**src/rtl/lcd_pkg.sv**
```systemverilog
// Shared types, timing defaults and configuration table for the 4-bit LCD bus sequencer.
package lcd_pkg;

    localparam int unsigned T_EN_DEF  = 12;
    localparam int unsigned T_NIB_DEF = 50;
    localparam int unsigned T_CMD_DEF = 2000;
    localparam int unsigned T_CLR_DEF = 82000;
    localparam int unsigned CNT_W_DEF = 17;

    typedef enum logic [2:0] {
        S_IDLE,
        S_INIT,
        S_CFG,
        S_BUSY,
        S_READY
    } seq_state_t;

    typedef enum logic [2:0] {
        S_TX_IDLE,
        S_HI_EN,
        S_GAP,
        S_LO_EN,
        S_SETTLE
    } tx_state_t;

    // Entry 0 is sent first: function set, entry mode, display on, clear.
    localparam logic [3:0][7:0] CFG_ROM = {8'h01, 8'h0C, 8'h06, 8'h28};
    localparam logic [2:0]      CFG_LEN = 3'd4;

    // Clear (0x01) and home (0x02) need the long settle; 0x00 falls in the same bucket.
    function automatic logic is_long_cmd(input logic rs, input logic [7:0] data);
        return !rs && (data <= 8'h02);
    endfunction

endpackage

```
**src/rtl/lcd_nibble_tx.sv**
```systemverilog
// Serialises one byte as two E-strobed nibbles followed by a command settle delay.
module lcd_nibble_tx
    import lcd_pkg::*;
#(
    parameter int unsigned T_EN  = T_EN_DEF,
    parameter int unsigned T_NIB = T_NIB_DEF,
    parameter int unsigned T_CMD = T_CMD_DEF,
    parameter int unsigned T_CLR = T_CLR_DEF,
    parameter int unsigned CNT_W = CNT_W_DEF
) (
    input  logic       CLK,
    input  logic       RST,
    input  logic       start,
    input  logic       rs,
    input  logic [7:0] data,
    output logic       done,
    output logic       e,
    output logic       rs_out,
    output logic [3:0] d
);

    tx_state_t        state;
    logic [CNT_W-1:0] cnt;
    logic [7:0]       data_q;

    // Each phase loads N-1 on entry and leaves on zero, giving exactly N cycles.
    always_ff @(posedge CLK or posedge RST) begin
        if (RST) begin
            state  <= S_TX_IDLE;
            cnt    <= '0;
            data_q <= '0;
            rs_out <= '0;
            e      <= '0;
            d      <= '0;
        end else begin
            case (state)
                S_TX_IDLE: begin
                    if (start) begin
                        state  <= S_HI_EN;
                        cnt    <= CNT_W'(T_EN - 1);
                        data_q <= data;
                        rs_out <= rs;
                        e      <= 1'b1;
                        d      <= data[7:4];
                    end
                end
                S_HI_EN: begin
                    if (cnt == '0) begin
                        state <= S_GAP;
                        cnt   <= CNT_W'(T_NIB - 1);
                        e     <= 1'b0;
                    end else begin
                        cnt <= cnt - CNT_W'(1);
                    end
                end
                S_GAP: begin
                    if (cnt == '0) begin
                        state <= S_LO_EN;
                        cnt   <= CNT_W'(T_EN - 1);
                        e     <= 1'b1;
                        d     <= data_q[3:0];
                    end else begin
                        cnt <= cnt - CNT_W'(1);
                    end
                end
                S_LO_EN: begin
                    if (cnt == '0) begin
                        state <= S_SETTLE;
                        cnt   <= is_long_cmd(rs_out, data_q) ? CNT_W'(T_CLR - 1) : CNT_W'(T_CMD - 1);
                        e     <= 1'b0;
                    end else begin
                        cnt <= cnt - CNT_W'(1);
                    end
                end
                S_SETTLE: begin
                    if (cnt == '0) begin
                        state  <= S_TX_IDLE;
                        rs_out <= 1'b0;
                        d      <= '0;
                    end else begin
                        cnt <= cnt - CNT_W'(1);
                    end
                end
                default: state <= S_TX_IDLE;
            endcase
        end
    end

    assign done = (state == S_SETTLE) && (cnt == '0);

endmodule

```
**src/rtl/lcd_bus_sequencer.sv**
```systemverilog
// LCD bus owner: runs the init FSM handshake, sends the configuration table, then serves byte writes.
module lcd_bus_sequencer
    import lcd_pkg::*;
#(
    parameter int unsigned T_EN  = T_EN_DEF,
    parameter int unsigned T_NIB = T_NIB_DEF,
    parameter int unsigned T_CMD = T_CMD_DEF,
    parameter int unsigned T_CLR = T_CLR_DEF,
    parameter int unsigned CNT_W = CNT_W_DEF
) (
    input  logic       CLK,
    input  logic       RST,
    input  logic       START,
    output logic       INI,
    input  logic       INILISTO,
    input  logic [4:0] SF_ENDINI,
    input  logic       WR_REQ,
    input  logic       WR_RS,
    input  logic [7:0] WR_DATA,
    output logic       WR_ACK,
    output logic       READY,
    output logic       LCD_E,
    output logic       LCD_RS,
    output logic       LCD_RW,
    output logic [3:0] SF_D
);

    seq_state_t state;
    logic [2:0] idx;
    logic       tx_start;
    logic       tx_rs;
    logic [7:0] tx_data;
    logic       tx_done;
    logic       tx_e;
    logic       tx_rs_out;
    logic [3:0] tx_d;

    always_ff @(posedge CLK or posedge RST) begin
        if (RST) begin
            state <= S_IDLE;
            idx   <= '0;
            INI   <= '0;
            READY <= '0;
        end else begin
            case (state)
                S_IDLE: begin
                    if (START) begin
                        state <= S_INIT;
                        INI   <= 1'b1;
                    end
                end
                S_INIT: begin
                    if (INILISTO) begin
                        state <= S_CFG;
                        INI   <= 1'b0;
                    end
                end
                S_CFG: begin
                    idx   <= idx + 3'd1;
                    state <= S_BUSY;
                end
                S_BUSY: begin
                    if (tx_done) begin
                        if (idx < CFG_LEN) begin
                            state <= S_CFG;
                        end else begin
                            state <= S_READY;
                            READY <= 1'b1;
                        end
                    end
                end
                S_READY: begin
                    if (WR_REQ) begin
                        state <= S_BUSY;
                        READY <= 1'b0;
                    end
                end
                default: state <= S_IDLE;
            endcase
        end
    end

    // Acknowledge is combinational so the requester sees it in the accepting cycle.
    always_comb begin
        tx_start = 1'b0;
        tx_rs    = 1'b0;
        tx_data  = '0;
        WR_ACK   = 1'b0;
        if (state == S_CFG) begin
            tx_start = 1'b1;
            tx_data  = CFG_ROM[idx[1:0]];
        end else if (state == S_READY && WR_REQ) begin
            tx_start = 1'b1;
            tx_rs    = WR_RS;
            tx_data  = WR_DATA;
            WR_ACK   = 1'b1;
        end
    end

    lcd_nibble_tx #(
        .T_EN  (T_EN),
        .T_NIB (T_NIB),
        .T_CMD (T_CMD),
        .T_CLR (T_CLR),
        .CNT_W (CNT_W)
    ) u_tx (
        .CLK    (CLK),
        .RST    (RST),
        .start  (tx_start),
        .rs     (tx_rs),
        .data   (tx_data),
        .done   (tx_done),
        .e      (tx_e),
        .rs_out (tx_rs_out),
        .d      (tx_d)
    );

    always_comb begin
        LCD_E  = tx_e;
        LCD_RS = tx_rs_out;
        SF_D   = tx_d;
        if (state == S_INIT) begin
            LCD_E  = SF_ENDINI[4];
            LCD_RS = 1'b0;
            SF_D   = SF_ENDINI[3:0];
        end
    end

    assign LCD_RW = 1'b0;

endmodule

```
**config.mk**
```make
export PLATFORM = sky130hd
export DESIGN_NAME = lcd_bus_sequencer
export DESIGN_NICKNAME = d
export VERILOG_FILES = /design/src/rtl/lcd_pkg.sv /design/src/rtl/lcd_nibble_tx.sv /design/src/rtl/lcd_bus_sequencer.sv
export SDC_FILE = /design/constraint.sdc
export NUM_CORES = 1
export LEC_CHECK = 0
export CAP_MARGIN = 20
export CORE_MARGIN = 1
export CORE_UTILIZATION = 60
export CTS_CLUSTER_DIAMETER = 60
export DETAILED_ROUTE_END_ITERATION = 12
export PLACE_DENSITY = 0.84
export SYNTH_ARGS = -nofsm -noshare
export SYNTH_HDL_FRONTEND = slang
export SYNTH_SLANG_ARGS = --single-unit
```
**constraint.sdc**
```tcl
create_clock -name CLK -period 4 [get_ports CLK]
set_input_delay 0.8 -clock CLK [delete_from_list [all_inputs] [get_ports CLK]]
set_output_delay 0.8 -clock CLK [all_outputs]
set_load 0.01 [all_outputs]
```
---- Yosys cells after proc, flatten, opt, wreduce, memory -nomap -nowiden ----
Index checks and enable logic that the tools add are counted.
operators by class
  add/subtract/negate cells ............... 2
  magnitude comparators ................... 3
  equality and inequality tests ........... 20
  multiplexer cells ....................... 48
  reduce and logical (&&, ||, !) cells .... 23
operators with widths
  kind                     number
  $mux W17                 6
  $pmux W17 S5             1
  $mux W3                  10
  $pmux W3 S5              2
  $mux W8                  3
  $logic_not A17 Y1        1
  $sub A17 B1 Y17 const B  1
  $bmux W8 S2              1
  $mux W1                  16
  $mux W4                  4
  $reduce_and A4 Y1        4
  $ne A2 B2 Y1 const B     7
  $eq A3 B2 Y1 const B     4
  $pmux W4 S3              1
  $ne A2 B1 Y1 const B     5
  $reduce_and A3 Y1        3
  $le A8 B2 Y1 const B     1
  $eq A3 B1 Y1 const B     2
  $eq A3 B3 Y1 const B     2
  $logic_not A3 Y1         2
  $pmux W1 S2              3
  $reduce_bool A2 Y1       3
  $reduce_bool A3 Y1       2
  $reduce_and A5 Y1        1
  9 further kinds          11
word-level totals
  register bits ........................... 42
  input port bits ......................... 19
  output and inout bits ................... 10
  logic and storage cells ................. 106

---- Logic depth before layout (Yosys ltp) ----
Gate-level depths: netlist of the first run.
  word-level depth ........................ 6
  depth in mapped cells ................... 9
  gate-level depth less buffers ........... 7

---- By module ----
A second synthesis of the first run with hierarchy kept.
unflattened totals
  cell total of the unflattened synthesis .. 326
  area total of the unflattened synthesis .. 2768.9 um2
modules (own cells, without submodules)
  module             instances  cells each  area each (um2)  seq. area each (um2)
  lcd_nibble_tx      1          259         2110.8           850.8
  lcd_bus_sequencer  1          67          658.1            200.2

---- Worst setup path before layout of the first run ----
No wires, ideal clock.
  path kind ............................... flip-flop to flip-flop
  start point ............................. register u_tx.cnt[0]
  end point ............................... register u_tx.d[0]
  library setup time ...................... 0.125 ns
  arrival ................................. 2.211 ns
  required time ........................... 3.875 ns
  path slack .............................. 1.664 ns
  cell stages (with the launch flop) ...... 9
  path buffers ............................ 1
  period minus slack after synthesis ...... 2.336 ns
  cells stage by stage .................... dfrtp_1 -> inv_1 -> ha_1 -> nor4b_1 -> and4_1 -> clkbuf_1 -> a211oi_1 -> nor3_2 -> mux2_2
between the ends
  word-level cells in the longest chain between the ends .. 3
  elaborated cells between the ends (all ways) .. 4
  those cells by class .................... eq/ne (2); reduce/logical (2)
RTL lines
  item                                    line                                      source
  from (decl)                             lcd_nibble_tx.sv:23                       logic [CNT_W-1:0] cnt;
  from (signal assigned)                  lcd_nibble_tx.sv:40                       cnt <= CNT_W'(T_EN - 1);
  from (signal assigned)                  lcd_nibble_tx.sv:50                       cnt <= CNT_W'(T_NIB - 1);
  from (signal assigned)                  lcd_nibble_tx.sv:53                       cnt <= cnt - CNT_W'(1);
  $logic_not A17 Y1 (*)                   lcd_nibble_tx.sv:57, lcd_nibble_tx.sv:76
  $ne A2 B1 Y1 (no source line)           n/a
  $reduce_and A4 Y1 (no source line) (*)  n/a
  to (signal assigned)                    lcd_nibble_tx.sv:44                       d <= data[7:4];
  to (signal assigned)                    lcd_nibble_tx.sv:61                       d <= data_q[3:0];
  to (decl)                               lcd_nibble_tx.sv:19                       output logic [3:0] d
Every way passes the cells marked *; elsewhere a longest branch is shown, timed or not.
A chain may end at the register's enable or synchronous reset.

---- Final worst setup path of the first run ----
  start point ............................. input port WR_REQ
  end point ............................... output port WR_ACK
between the ends
  word-level cells in the longest chain between the ends .. 3
RTL lines
  item                 line                     source
  from (decl)          lcd_bus_sequencer.sv:17  input logic WR_REQ,
  $logic_and A1 B1 Y1  lcd_bus_sequencer.sv:92  end else if (state == S_READY && WR_REQ) begin
  $mux W1              lcd_bus_sequencer.sv:92
  $mux W1              lcd_bus_sequencer.sv:89  if (state == S_CFG) begin
  to (decl)            lcd_bus_sequencer.sv:20  output logic WR_ACK,
No other way between the ends.

==> impl_metrics.csv, run 1 <==
group,metric,value,unit
run_status,status,"finished, final reports clean",
yosys,synth_area_leaders,"dfrtp_1 (39%), o21ai_0 (4.1%), mux2_2 (3.8%)",
routing,vias_per_cell,6.685,
yosys,synthArstFlopShare,1.000,
critical_path,endpoint_kind,"output port",
place,dp_hpwl,4648,um
yosys,avgSynthCellArea,8.878,um^2
yosys,ys_ff_latch,42,
global_route,grt-ovfl-total,0,
global_route,antenna_found_initial,0,
die,fp.coreArea,4144,um^2
finish,areaGrowthSynthToFinish,13.67,%
yosys,yosysSeqAreaShare,0.3907,
yosys,synth_most_common_cell,"dfrtp_1",
routing,dr_total_vias,2507,
clock_network,h-tree-depth,2,
timing,finalCritPeriodShare,0.7838,
critical_path,cp_max_fo,10,
timing,hold_viol_final,0,
yosys,synth_top_area_share,0.3907,
timing,slew_violations,0,
timing,slew_headroom,0.3946,
yosys,synth_ff_type,"dfrtp_1",
routing,wire_per_inst,17.30,um
critical_path,crit_type,"input pin to output port",
timing,rsz0062_at_grt,"false",
clock_network,clk_pin_slew,0.07,ns
global_route,grt_max_degree,43,
clock_network,root_buffer,"clkbuf_8",
pwr,p_comb_frac,0.040,
routing,drt_iter0_markers,286,
finish,nets,349,
timing,setup_tns,0,ns
finish,design_area,3058,um^2
yosys,netlist-cell-type-count,61,
global_route,grt_pass1_wl,10520,um
die,die_height,68.96,um
place,port_buffers,27,
pwr,pwr-share-clk,0.386,
yosys,yosys-top-cells-count,"dfrtp_1 (42), nor2_1 (23), nand2_1 (22), o21ai_0 (22), a21oi_1 (19)",
die,dieWidth,68.96,um
clock_network,cts_resized,0,
critical_path,critPathRequiredTime,3.20,ns
timing,setup_viol,0,
yosys,syn_nets,328,
place,place_area,2967,um^2
clock_network,clk_path_buf_depth,2,
clock_network,cts_made_buffers,5,
finish,final_core_util,0.7379,
yosys,synthCells,303,
yosys,synth_top_cell_by_area,"dfrtp_1",
finish,drive_gt1_frac,0.1046,
die,num_rows,23,
clock_network,clock_latency,0.30,ns
pwr,ir_drop,0.0001933,V
critical_path,crit_path_start_kind,"input pin",
clock_network,postCtsSetupBuffers,0,
pwr,p_sw,159.3,uW
finish,antenna_cells,0,
pwr,pwr-share-seq,0.574,
die,ioPinCount,29,
routing,finalWirelength,6486,um
global_route,grt_pass1_vias,2298,
global_route,grt_use_total,0.3057,
pwr,internal-power,580.2,uW
pwr,power.leakage,0.001224,uW
critical_path,cp.arrival,2.34,ns
routing,drt_first_pass_iters,6,
routing,final_antenna_net_count,0,
clock_network,postCtsHoldBufs,0,
yosys,synth_edf_count,0,
clock_network,numClockSinks,42,
timing,fin_crit,3.135,ns
timing,max_freq,318.9,MHz
flow_run,cap_violations,0,
die,die_area,4755,um^2
worst_hold_path,hp-class,"flop to flop",
routing,route.detailed.drc,0,
pwr,switching_share,0.2155,
place,place.gp.congestion,0.9057,
yosys,yosysWarnings,0,
die,initial_core_util,0.6492,
timing,fin_skew,0.007278,ns
clock_network,cts_tree,"done",
timing,tightest_slew,0.9061,ns
pwr,pwr_density_cell,241.8,nW/um^2
yosys,syn_area,2690,um^2
cell type report:
| class | count | area [um^2] |
|---|---|---|
| Clock buffer | 7 | 86.33 |
| Inverter | 13 | 48.80 |
| Multi-Input combinational cell | 230 | 1496 |
| Fill cell | 328 | 1086 |
| Sequential cell | 42 | 1051 |
| Timing Repair Buffer | 32 | 307.8 |
| Tap cell | 50 | 62.56 |
| Clock inverter | 1 | 5.005 |
registers in the layout (all words and copies together) (netlist names):
register,cells
u_tx.cnt,17
u_tx.data_q,8
u_tx.d,4
idx,3
state,3
u_tx.state,3
INI,1
READY,1
u_tx.e,1
u_tx.rs_out,1
per-stage QoR:
stage                     setup WS [ns]  std cells  power, uW  hold slack, ns
after detailed placement         0.8945        367      462.9          0.4718
after floorplan                   1.664        303      441.2          0.4445
after global placement           0.9299        367      462.5          0.4736
after global routing             0.7752        375      761.1          0.5136
final                            0.8647        375      739.5          0.4879
after CTS                        0.8877        375      746.1          0.4843
layout by cell type, fill, tap and decap left out, types with 5 or more instances in the layout:
master and count:
dfrtp_1 42, clkdlybuf4s50_1 27, nor2_1 23, o21ai_0 22
nand2_1 22, a21oi_1 19, inv_1 12, mux2_2 9
nor4_1 8, a22oi_1 7, nor3_1 7, or3_1 6
nand3_1 6, o22ai_1 6, ha_1 6, clkbuf_8 6
nand2b_1 5, a211oi_1 5, buf_4 5
power groups by stage:
stage / clock, uW / sequential [uW] / combinational, uW
after floorplan: 0 / 433 / 8.52
after global placement: 0 / 433 / 29.9
after detailed placement: 0 / 433 / 30.3
after CTS: 292 / 424 / 30.3
after global routing: 304 / 424 / 33.1
final: 286 / 424 / 29.7
critical path, stage by stage:
cell and delay (ns):
clkdlybuf4s50_1 0.45, nand3_1 0.20, clkinv_1 0.31, clkdlybuf4s50_1 0.57
per-layer routing:
metal	up-vias	global-route usage	share of wire
met5	-	0	0
met4	0	0.1505	0.017
met3	10	0.06579	0.064
met2	116	0.5049	0.49
met1	1194	0.3750	0.43
li1	1187	-	-
kinds of logic after synthesis:
logic type / after synthesis / share of synthesized area
compound gates: 100 / 0.2526
other cells: 1 / 0.001394
buf+inv: 31 / 0.05488
fa+ha+maj: 6 / 0.02791
mux: 11 / 0.04512
simple gates: 107 / 0.2112
xor+xnor: 5 / 0.01628
flops: 42 / 0.3907
path summary, 6_finish.rpt:
path	to	depth (start not counted)	from	slack (ns)
max	WR_ACK	4	WR_REQ	0.86
min	idx[2]	1	idx[2]	0.49
max reg2reg	u_tx.cnt[3]	8	u_tx.cnt[0]	1.11
min reg2reg	idx[2]	1	idx[2]	0.49
max in group asynchronous	idx[1]	3	RST	2.70
min in group asynchronous	state[2]	3	RST	0.92
Note: power is estimated with default switching activity, not from simulation.
==> inputs of run 2 (changes only) <==
--- a/config.mk
+++ b/config.mk
@@ -7,10 +7,10 @@
 export LEC_CHECK = 0
 export CAP_MARGIN = 20
 export CORE_MARGIN = 1
-export CORE_UTILIZATION = 60
+export CORE_UTILIZATION = 51
 export CTS_CLUSTER_DIAMETER = 60
 export DETAILED_ROUTE_END_ITERATION = 12
-export PLACE_DENSITY = 0.84
+export PLACE_DENSITY = 0.76
 export SYNTH_ARGS = -nofsm -noshare
 export SYNTH_HDL_FRONTEND = slang
 export SYNTH_SLANG_ARGS = --single-unit
==> constraint.sdc (replaced) <==
create_clock -name CLK -period 2.8 [get_ports CLK]
set_input_delay 0.56 -clock CLK [delete_from_list [all_inputs] [get_ports CLK]]
set_output_delay 0.56 -clock CLK [all_outputs]
set_load 0.01 [all_outputs]
==> impl_metrics.csv, run 2 (same netlist as run 1, synthesis figures left out) <==
group,metric,value,unit
clock_network,clock_latency,0.30,ns
critical_path,critPathRequiredTime,2.24,ns
critical_path,critical_path.cell_chain,"nor2_1, and2_2, mux2_2, clkdlybuf4s50_1",
die,fp.coreArea,5107,um^2
place,place.gp.congestion,0.9389,
timing,setup_viol,0,
global_route,antenna_found_initial,0,
routing,finalWirelength,6715,um
timing,setup_tns,0,ns
clock_network,h-tree-depth,2,
routing,drt_first_pass_iters,5,
clock_network,cts_made_buffers,5,
finish,nets,361,
pwr,pwr_density_cell,332.4,nW/um^2
critical_path,cp_max_fo,8,
timing,hold_viol_final,0,
die,die_area,5569,um^2
routing,final_antenna_net_count,0,
die,initial_core_util,0.5267,
finish,layout_commonest_cell,"dfrtp_1",
clock_network,clk_pin_slew,0.08,ns
global_route,grt_pass1_wl,11250,um
critical_path,endpoint_kind,"output port",
timing,fin_skew,0.008099,ns
place,port_buffers,27,
clock_network,cts_tree,"done",
critical_path,startpoint,"state[2]",
critical_path,crit_path_start_kind,"flop",
place,dp_hpwl,4874,um
timing,rsz0062_at_grt,"false",
clock_network,numClockSinks,42,
global_route,grt_use_total,0.2658,
timing,slew_violations,0,
critical_path,cp.arrival,2.12,ns
critical_path,worst-path-buf-inv,1,
critical_path,reg2reg_to,"u_tx.cnt[1]",
critical_path,max_stage_delay,0.48,ns
timing,finalCritPeriodShare,0.9556,
finish,top_regs,"u_tx.cnt (17), u_tx.data_q (8), u_tx.d (4)",
die,dieWidth,74.63,um
global_route,grt_max_degree,43,
finish,antenna_cells,0,
timing,slew_headroom,0.5797,
flow_run,cap_violations,0,
timing,fin_crit,2.676,ns
global_route,grt_pass1_vias,2468,
place,dp_cells,399,
critical_path,path_delay_family,"simple AND/OR/NAND/NOR gates",
finish,mostFrequentLayoutCells,"dfrtp_1 (42), clkdlybuf4s50_1 (27), nor2_1 (23)",
timing,max_freq,373.8,MHz
critical_path,crit_type,"flop to output port",
critical_path,r2r_start,"u_tx.cnt[0]",
routing,vias_per_cell,6.275,
run_status,status,"finished, final reports clean",
routing,wire_per_inst,16.50,um
clock_network,clk_path_buf_depth,2,
finish,instances_no_fill,407,
timing,tightest_slew,0.6284,ns
critical_path,crit_end,"SF_D[2]",
clock_network,root_buffer,"clkbuf_8",
global_route,grt-ovfl-total,0,
pwr,ir_drop,0.0002148,V
finish,largest_reg_flops,17,
pwr,power.leakage,0.001285,uW
finish,drive_gt1_frac,0.1395,
routing,route.detailed.drc,0,
die,die_height,74.63,um
finish,areaGrowthSynthToFinish,18.28,%
critical_path,crit_slowest_cell,"clkdlybuf4s50_1",
finish,max_flop_register,"u_tx.cnt",
critical_path,crit_cells,4,
die,num_rows,26,
worst_hold_path,hp-class,"flop to flop",
timing,whs,0.4788,ns
die,ioPinCount,29,
critical_path,ff2ff_setup_slack,0.37,ns
routing,dr_total_vias,2554,
critical_path,rr_worst_depth,9,
routing,drt_iter0_markers,257,
run 2: changes by cell type in the layout (fill, tap and decap cells not counted), sizes merged:
cell / before / now
buf: 5 / 17
run 2: power breakdown:
group	switching (uW)	internal, uW
combinational	19.4	23.8
clock	210	199
sequential	0	606
total	229	829
run 2: repair_timing:
item | in CTS | in global routing
gates resized for setup | 1 | 1
setup endpoints to repair | 1 | 1
hold buffers | 0 | 0
setup buffers | 0 | 0
run 2: layout make-up:
type	count	area (um^2)
Fill cell	437	1926
Multi-Input combinational cell	230	1505
Sequential cell	42	1051
Timing Repair Buffer	44	397.9
Tap cell	70	87.58
Clock buffer	7	86.33
Inverter	13	48.80
Clock inverter	1	5.005
run 2: per-layer routing:
metal | up-vias | share of wire | routed length, um | track usage
met1 | 1218 | 0.43 | 2906 | 0.3362
met5 | - | 0 | 0 | 0
li1 | 1207 | - | - | -
met4 | 0 | 0.026 | 177 | 0.1195
met3 | 20 | 0.061 | 412 | 0.05355
met2 | 109 | 0.48 | 3218 | 0.4404
run 2: stage by stage:
stage | instance area [um^2] | utilization | worst slack [ns] | total power [uW]
after floorplan | 2690 | - | 0.4643 | 630.2
after global placement | 3082 | 0.6034 | 0.09838 | 661.4
after detailed placement | 3082 | 0.6034 | 0.05985 | 662.0
after CTS | 3174 | 0.6215 | 0.1029 | 1065
after global routing | 3182 | 0.6230 | 0.04554 | 1094
final | 3182 | 0.6230 | 0.1244 | 1058
run 2: worst min-delay path by stage:
stage	depth (start not counted)	endpoint	startpoint	slack [ns]
detailed placement	1	idx[2]	idx[2]	0.46
global route	1	idx[2]	idx[2]	0.52
floorplan	1	idx[2]	idx[2]	0.44
global placement	1	idx[2]	idx[2]	0.47
finish	1	idx[2]	idx[2]	0.48
CTS	1	idx[2]	idx[2]	0.48
